===== config.mk =====
export PLATFORM = sky130hd
export DESIGN_NAME = e203_int_recv
export DESIGN_NICKNAME = d
export VERILOG_FILES = /design/src/rtl/e203_int_recv.sv
export SDC_FILE = /design/constraint.sdc
export NUM_CORES = 1
export LEC_CHECK = 0
export ABC_AREA = 1
export BUFFER_PORTS_ARGS = -buffer_cell sky130_fd_sc_hd__buf_2
export CORE_MARGIN = 1
export CORE_UTILIZATION = 50
export CTS_CLUSTER_DIAMETER = 120
export DETAILED_ROUTE_END_ITERATION = 8
export GPL_TIMING_DRIVEN = 1
export PLACE_DENSITY = 0.68
export SETUP_SLACK_MARGIN = 0.5
export SYNTH_ARGS = -nofsm -noshare
export SYNTH_HDL_FRONTEND = slang
export SYNTH_SLANG_ARGS = --single-unit
export TNS_END_PERCENT = 50

===== constraint.sdc =====
create_clock -name sys_clk -period 4.5 [get_ports sys_clk]
set_clock_uncertainty 0.2 [all_clocks]
set_input_delay 0.225 -clock sys_clk [delete_from_list [all_inputs] [get_ports sys_clk]]
set_output_delay 0.225 -clock sys_clk [all_outputs]
set_load 0.1 [all_outputs]

===== src/rtl/e203_int_recv.sv =====
// Receiving end of the E203 interrupt pulse line: synchronizes an async pulse,
// measures its high time in microseconds, filters glitches and holds it pending until ack.
//
// state   | meaning
// --------+-----------------------------------------------------------
// IDLE    | waiting for a rising edge on the synchronized input
// MEASURE | input high; counting cycles/us until the falling edge
module e203_int_recv #(
    parameter int unsigned CLK_FREQ     = 125,
    parameter int unsigned MIN_WIDTH_US = 1
) (
    input  logic       sys_clk,
    input  logic       sys_rst,
    input  logic       int_in,
    input  logic       int_ack,
    output logic       int_pending,
    output logic       int_valid,
    output logic [9:0] int_width_us,
    output logic       int_overrun,
    output logic [7:0] int_count
);

    localparam int unsigned    CW       = $clog2(CLK_FREQ);
    localparam logic [CW-1:0]  CLK_LAST = CW'(CLK_FREQ - 1);
    localparam logic [9:0]     US_MAX   = 10'd1023;

    typedef enum logic {
        IDLE    = 1'b0,
        MEASURE = 1'b1
    } state_t;

    state_t state;
    state_t state_next;

    logic          s1;
    logic          int_s;
    logic          int_s_d;
    logic          rise;
    logic [CW-1:0] cnt_clk;
    logic [9:0]    cnt_us;
    logic          width_ok;
    logic          start;
    logic          count_en;
    logic          accept;

    always_ff @(posedge sys_clk) begin
        if (sys_rst) begin
            s1      <= 1'b0;
            int_s   <= 1'b0;
            int_s_d <= 1'b0;
        end else begin
            s1      <= int_in;
            int_s   <= s1;
            int_s_d <= int_s;
        end
    end

    assign rise     = int_s & ~int_s_d;
    assign width_ok = 32'(cnt_us) >= MIN_WIDTH_US;

    always_ff @(posedge sys_clk) begin
        if (sys_rst) begin
            state <= IDLE;
        end else begin
            state <= state_next;
        end
    end

    always_comb begin
        state_next = state;
        case (state)
            IDLE:    if (rise)   state_next = MEASURE;
            MEASURE: if (!int_s) state_next = IDLE;
            default:             state_next = IDLE;
        endcase
    end

    always_comb begin
        start    = 1'b0;
        count_en = 1'b0;
        accept   = 1'b0;
        case (state)
            IDLE: begin
                start = rise;
            end
            MEASURE: begin
                if (int_s) begin
                    count_en = 1'b1;
                end else begin
                    accept = width_ok;
                end
            end
            default: begin
                start = 1'b0;
            end
        endcase
    end

    // The rising-edge cycle already counts as the first high cycle.
    always_ff @(posedge sys_clk) begin
        if (sys_rst) begin
            cnt_clk <= '0;
            cnt_us  <= '0;
        end else if (start) begin
            cnt_clk <= CW'(1);
            cnt_us  <= '0;
        end else if (count_en) begin
            if (cnt_clk == CLK_LAST) begin
                cnt_clk <= '0;
                if (cnt_us != US_MAX) begin
                    cnt_us <= cnt_us + 10'd1;
                end
            end else begin
                cnt_clk <= cnt_clk + 1'b1;
            end
        end else begin
            cnt_clk <= '0;
            cnt_us  <= '0;
        end
    end

    // An accept wins over a simultaneous ack; the ack then only clears overrun.
    always_ff @(posedge sys_clk) begin
        if (sys_rst) begin
            int_pending  <= 1'b0;
            int_valid    <= 1'b0;
            int_width_us <= '0;
            int_overrun  <= 1'b0;
            int_count    <= '0;
        end else begin
            int_valid <= accept;
            if (accept) begin
                int_pending  <= 1'b1;
                int_width_us <= cnt_us;
                int_count    <= int_count + 8'd1;
                int_overrun  <= ~int_ack & (int_pending | int_overrun);
            end else if (int_ack) begin
                int_pending <= 1'b0;
                int_overrun <= 1'b0;
            end
        end
    end

endmodule


==> flow_summary.yaml, run 1 <==
run_status:
  status: "finished, final reports clean"
sta:
  tightest_slew_ps: 489
  fin_crit_sh: 0.412
  slew_headroom: 0.676
  clock.fmax_mhz: 540
  hold_viol_final: 0
  whs_ps: 25.4
  setup_violations: 0
  rsz0062_at_grt: "false"
  drv_slew: 0
  period_needed_ps: 1850
  fin_tns_setup_ps: 0
yosys:
  ys_warn_count: 0
  synth_area_leader_cell: "dfxtp_1"
  synth_top_area_share: 0.412
  synth_area_leaders: "dfxtp_1, nor2_1, nand2_1"
  avgSynthCellArea_um2: 7.16
  syn_area_um2: 2040
  synth_nets: 295
  ys_types: 27
  synth-seq-cells: 42
  syn_inst: 285
  synth.yosys.seq_area_share: 0.412
global_route:
  grt_usage: 0.201
  grt-ovfl-total: 0
  grt_pass1_vias: 1580
  grt_pass1_wl_um: 6730
  grt_max_degree: 20
  antenna_found_initial: 0
detailed_routing:
  first_pass_iters: 4
  vias: 1723
  drtAntennaViolNets: 0
  dr.first_iter.drc_count: 72
  drc_errors: 0
  drt_wl_total_um: 3790
  wire_per_inst_um: 10.5
  vias_per_cell: 4.79
floorplanning:
  die_h_um: 65.9
  num_rows: 22
  boundaryPins: 25
  die_area_um2: 4340
  core-area_um2: 3800
  start_util: 0.538
  die_w_um: 65.9
final_layout:
  insertedDiodeCount: 0
  drive_gt1_frac: 0.138
  syn2layout_area_growth_pct: 12.7
  fin_nets: 322
worst_setup_path:
  critPathRequiredTime_ps: 4530
  critical_path_class: "reg -> reg"
  cp.arrival_ps: 1880
  crit_path_max_fanout: 16
  startpoint_type: "register"
  worst_setup_path_end_kind: "register"
placed_design:
  place.gp.congestion: 0.870
  port_buffers: 24
  dp_hpwl_um: 2730
power:
  leakage_nw: 1.00
  peakVddDrop_uv: 262
  pwr_density_cell_nw_per_um2: 298
min_path:
  hold_path_class: "in -> reg"
cts:
  cts.sinks: 42
  cts_buffer_depth: 2
  htree_levels: 2
  root_buffer: "clkbuf_8"
  path_clk_slew_ps: 80
  cts_tree: "yes"
  cts_setup_buffers: 0
  clock_latency_ps: 290
  cts_made_buffers: 5
run:
  cap_viol_max_count: 0
## stage by stage
step / instance area, µm² / setup slack, ps / std cells / utilization / total power, W
after floorplan: 2040 / 2510 / 285 / - / 0.000390
after global placement: 2180 / 2690 / 352 / 0.573 / 0.000393
after detailed placement: 2180 / 2630 / 352 / 0.573 / 0.000393
after CTS: 2300 / 2620 / 360 / 0.606 / 0.000692
after global routing: 2300 / 2470 / 360 / 0.606 / 0.000707
final: 2300 / 2650 / 360 / 0.606 / 0.000685
## worst paths after layout
check            start            to  slack, ps  cells past startpoint
max          cnt_us[0]  int_count[6]       2650                      9
min            sys_rst  int_count[7]         30                      2
max reg2reg  cnt_us[0]  int_count[6]       2650                      9
min reg2reg         s1         int_s        210                      2
## state kept, by name (all words and copies together) (netlist names)
register      flops
cnt_us           10
int_width_us     10
int_count         8
cnt_clk           7
int_overrun       1
int_pending       1
int_s             1
int_s_d           1
int_valid         1
s1                1
state             1
## layout make-up
cell class	instances	area, µm²
fillers	357	1500
multi-input cells	201	1020
flip-flops and latches	42	841
inverters	37	139
repair buffers	25	130
clock buffers	6	82.6
well taps	48	60.1
clock inverters	1	30.0
## layer usage
layer	up-vias	track usage	share of wire
met2	28	0.324	0.43
met5	-	0	0
met4	0	0.0734	0.016
li1	938	-	-
met3	6	0.0431	0.051
met1	751	0.261	0.50
## synthesized netlist by cell type (all sizes together)
library cell	count
a21boi	1
a21oi	9
and2	1
buf	4
clkbuf	1
dfxtp	42
ha	6
inv	37
nand2	61
nand3	21
nand3b	2
nand4	4
nor2	67
nor3	4
nor3b	1
o21ai	15
o21bai	1
xnor2	2
xor2	6
## power by group
group	internal (W)	switching, W	leakage (nW)
combinational	0.00000404	0.00000732	0.604
clock	0.000177	0.000122	0.0573
sequential	0.000373	0.000000627	0.339
total	0.000554	0.000130	1.00
## cells by family (layout without fill, tap and decap cells)
kind of cell / after synthesis / in the layout / synth area share
fa+ha+maj: 6 / 6 / 0.0368
simple gates: 161 / 161 / 0.352
flops: 42 / 42 / 0.412
xor+xnor: 8 / 8 / 0.0343
compound gates: 26 / 26 / 0.0754
buf+inv: 42 / 69 / 0.0895
## cells in the final DEF (no fill, tap or decap), drive strengths merged
cell / count
clkbuf: 6
inv: 37
nor3b: 1
a21boi: 1
a21oi: 9
nor2: 67
o21ai: 15
ha: 6
bufinv: 1
nand4: 4
o21bai: 1
nor3: 4
xor2: 6
dfxtp: 42
nand3: 21
xnor2: 2
nand2: 61
nand3b: 2
dlygate4sd3: 1
and2: 1
buf: 24
## worst max-delay path, stage by stage, from the launching register on
cell	delay, ps
dfxtp_1	430
inv_1	100
ha_1	200
inv_1	50
nor2_1	30
nand2_1	120
nor2_1	90
nor2_4	300
nand2_1	130
a21oi_2	130
## repair_timing
| action | in CTS | in global routing |
|---|---|---|
| endpoints found under the hold margin | 1 | 0 |
| resized for setup | 0 | 0 |
| hold buffers | 1 | 0 |
No activity file was read; power rests on OpenSTA's default activity.
==> run 2: changes to the inputs <==
--- a/config.mk
+++ b/config.mk
@@ -12,7 +12,7 @@
 export CTS_CLUSTER_DIAMETER = 120
 export DETAILED_ROUTE_END_ITERATION = 8
 export GPL_TIMING_DRIVEN = 1
-export PLACE_DENSITY = 0.68
+export PLACE_DENSITY = 0.71
 export SETUP_SLACK_MARGIN = 0.5
 export SYNTH_ARGS = -nofsm -noshare
 export SYNTH_HDL_FRONTEND = slang
==> constraint.sdc (replaced) <==
create_clock -name sys_clk -period 1.6 [get_ports sys_clk]
set_clock_uncertainty 0.2 [all_clocks]
set_input_delay 0.08 -clock sys_clk [delete_from_list [all_inputs] [get_ports sys_clk]]
set_output_delay 0.08 -clock sys_clk [all_outputs]
set_load 0.1 [all_outputs]
==> run 2 against run 1 <==
The run now ends with negative hold slack, negative setup slack left. Sequential power increased to 2.8 times the previous value. Critical path depth decreased by 2. Power increased to 2.9 times the previous value. Sequential share of layout area decreased by 9.2 points. Routed wire length increased by 100%. Critical path type unchanged. Largest power group unchanged. Highest routed layer unchanged.
==> flow_summary.yaml, run 2 (synthesis gave the netlist of run 1 again) <==
worst_setup_path:
  startpoint: "cnt_us[7]"
  critPathRequiredTime_ps: 1590
  crit_path_max_fanout: 7
  rr_startpoint: "cnt_us[7]"
  critical_path_class: "reg -> reg"
  worst_setup_path_end_kind: "register"
  regToRegEndpoint: "cnt_us[9]"
  rrSetupSlack_ps: -220
  worstRegToRegCells: 7
  endpoint: "cnt_us[9]"
  startpoint_type: "register"
  cp.arrival_ps: 1810
global_route:
  antenna_found_initial: 0
  grt_pass1_vias: 2167
  grt_max_degree: 16
  grt_usage: 0.329
  grt-ovfl-total: 0
  grt_pass1_wl_um: 10600
floorplanning:
  boundaryPins: 25
  die_area_um2: 4340
  die_h_um: 65.9
  start_util: 0.538
  die_w_um: 65.9
  core-area_um2: 3800
  num_rows: 22
detailed_routing:
  vias_per_cell: 5.88
  drtAntennaViolNets: 0
  dr.first_iter.drc_count: 349
  drt_wl_total_um: 7710
  met1_length_um: 2840
  vias: 2339
  first_pass_iters: 6
  wire_per_inst_um: 19.4
  dr_wl_met2_um: 3740
  wl_met3_um: 640
  drc_errors: 0
  top_layer: "met4"
final_layout:
  final_cell_mix: "nor2_1, nand2_1, inv_1, buf_4, buf_12"
  final_area_um2: 3290
  fin_nets: 359
  drive_gt1_frac: 0.489
  reg.largest.list: "cnt_us (10), int_width_us (10), int_count (8)"
  fillers: 168
  stdcell_count: 398
  final_util: 0.867
  insertedDiodeCount: 0
  syn2layout_area_growth_pct: 61.3
power:
  pwr_density_cell_nw_per_um2: 610
  finalPower_w: 0.00201
  peakVddDrop_uv: 505
  leakage_nw: 1.38
run_status:
  status: "finished, violations left"
  violations: "negative hold slack, negative setup slack"
cts:
  cts_hold_buf: 2
  cts_tree: "yes"
  cts.sinks: 42
  htree_levels: 2
  clock_latency_ps: 310
  cts_made_buffers: 5
  cts_buffer_depth: 2
  path_clk_slew_ps: 90
  root_buffer: "clkbuf_8"
sta:
  period_needed_ps: 1820
  clock.fmax_mhz: 550
  rsz0062_at_grt: "true"
  hold_viol_final: 11
  tightest_slew_ps: 578
  drv_slew: 0
  setup_slack_ps: -219
  fin_crit_sh: 1.14
  whs_ps: -233
  slew_headroom: 0.615
  setup_violations: 31
run:
  cap_viol_max_count: 0
placed_design:
  dp_hpwl_um: 3190
  place_inst: 376
  place.gp.congestion: 0.805
  port_buffers: 24
  dpl-instance-area_um2: 2410
min_path:
  hold_path_class: "in -> reg"
  holdPathStages: 2
[run 2: changes by cell type in the layout (fill, tap and decap cells not counted), sizes merged]
cell         before  now
dlygate4sd3       1    2
clkbuf            6    7
buf              24   60
[run 2: where the power goes]
group / switching [W] / internal [W] / leakage [nW]
Sequential: 0.00000180 / 0.00103 / 0.356
Clock: 0.000413 / 0.000510 / 0.0585
Combinational: 0.0000329 / 0.0000203 / 0.965
Total: 0.000448 / 0.00156 / 1.38
[run 2: repair_timing]
item / in CTS / in global routing
hold endpoints to repair: 12 / 11
buffers inserted: 8 / 3
pin swaps: 28 / 25
cloned: 1 / 0
resized for setup: 130 / 65
endpoints found under the setup margin: 59 / 58
[run 2: layer usage]
metal  vias up  track usage
met2       166        0.554
met1      1103        0.390
met5         -            0
met3        54       0.0707
li1       1016            -
met4         0        0.163
[run 2: worst min path at each step]
stage	start	to
after global routing	sys_rst	int_s_d
after floorplan	sys_rst	int_s_d
final	sys_rst	int_s_d
after CTS	sys_rst	int_s_d
after global placement	sys_rst	int_s_d
after detailed placement	sys_rst	int_s_d
[run 2: final cells by class]
cell class | count | area (µm²) | share of cell area
sequential | 42 | 900 | 0.273
tap | 48 | 60.1 | 0.0182
inverter | 37 | 149 | 0.0452
multi-input combinational | 201 | 1310 | 0.397
clock inverter | 1 | 30.0 | 0.00912
clock buffer | 7 | 86.3 | 0.0262
timing repair buffer | 62 | 762 | 0.231
[run 2: per-stage QoR]
stage / hold WS [ps] / TNS, ps / worst slack (ps)
after detailed placement: 83.7 / -465 / -84.5
after global routing: -238 / -5220 / -286
after floorplan: -36.7 / 0 / 72.4
after global placement: 78.9 / -183 / -38.5
final: -233 / -3620 / -219
after CTS: -238 / -94.0 / -21.2
[run 2: worst max-delay path, cell delays in order, from the launching register on]
cell,delay [ps]
dfxtp_1,500
nand2_1,90
nor2_1,280
nand3_4,230
nand2_8,170
nor2_1,60
nor2_1,120
nor2_1,60
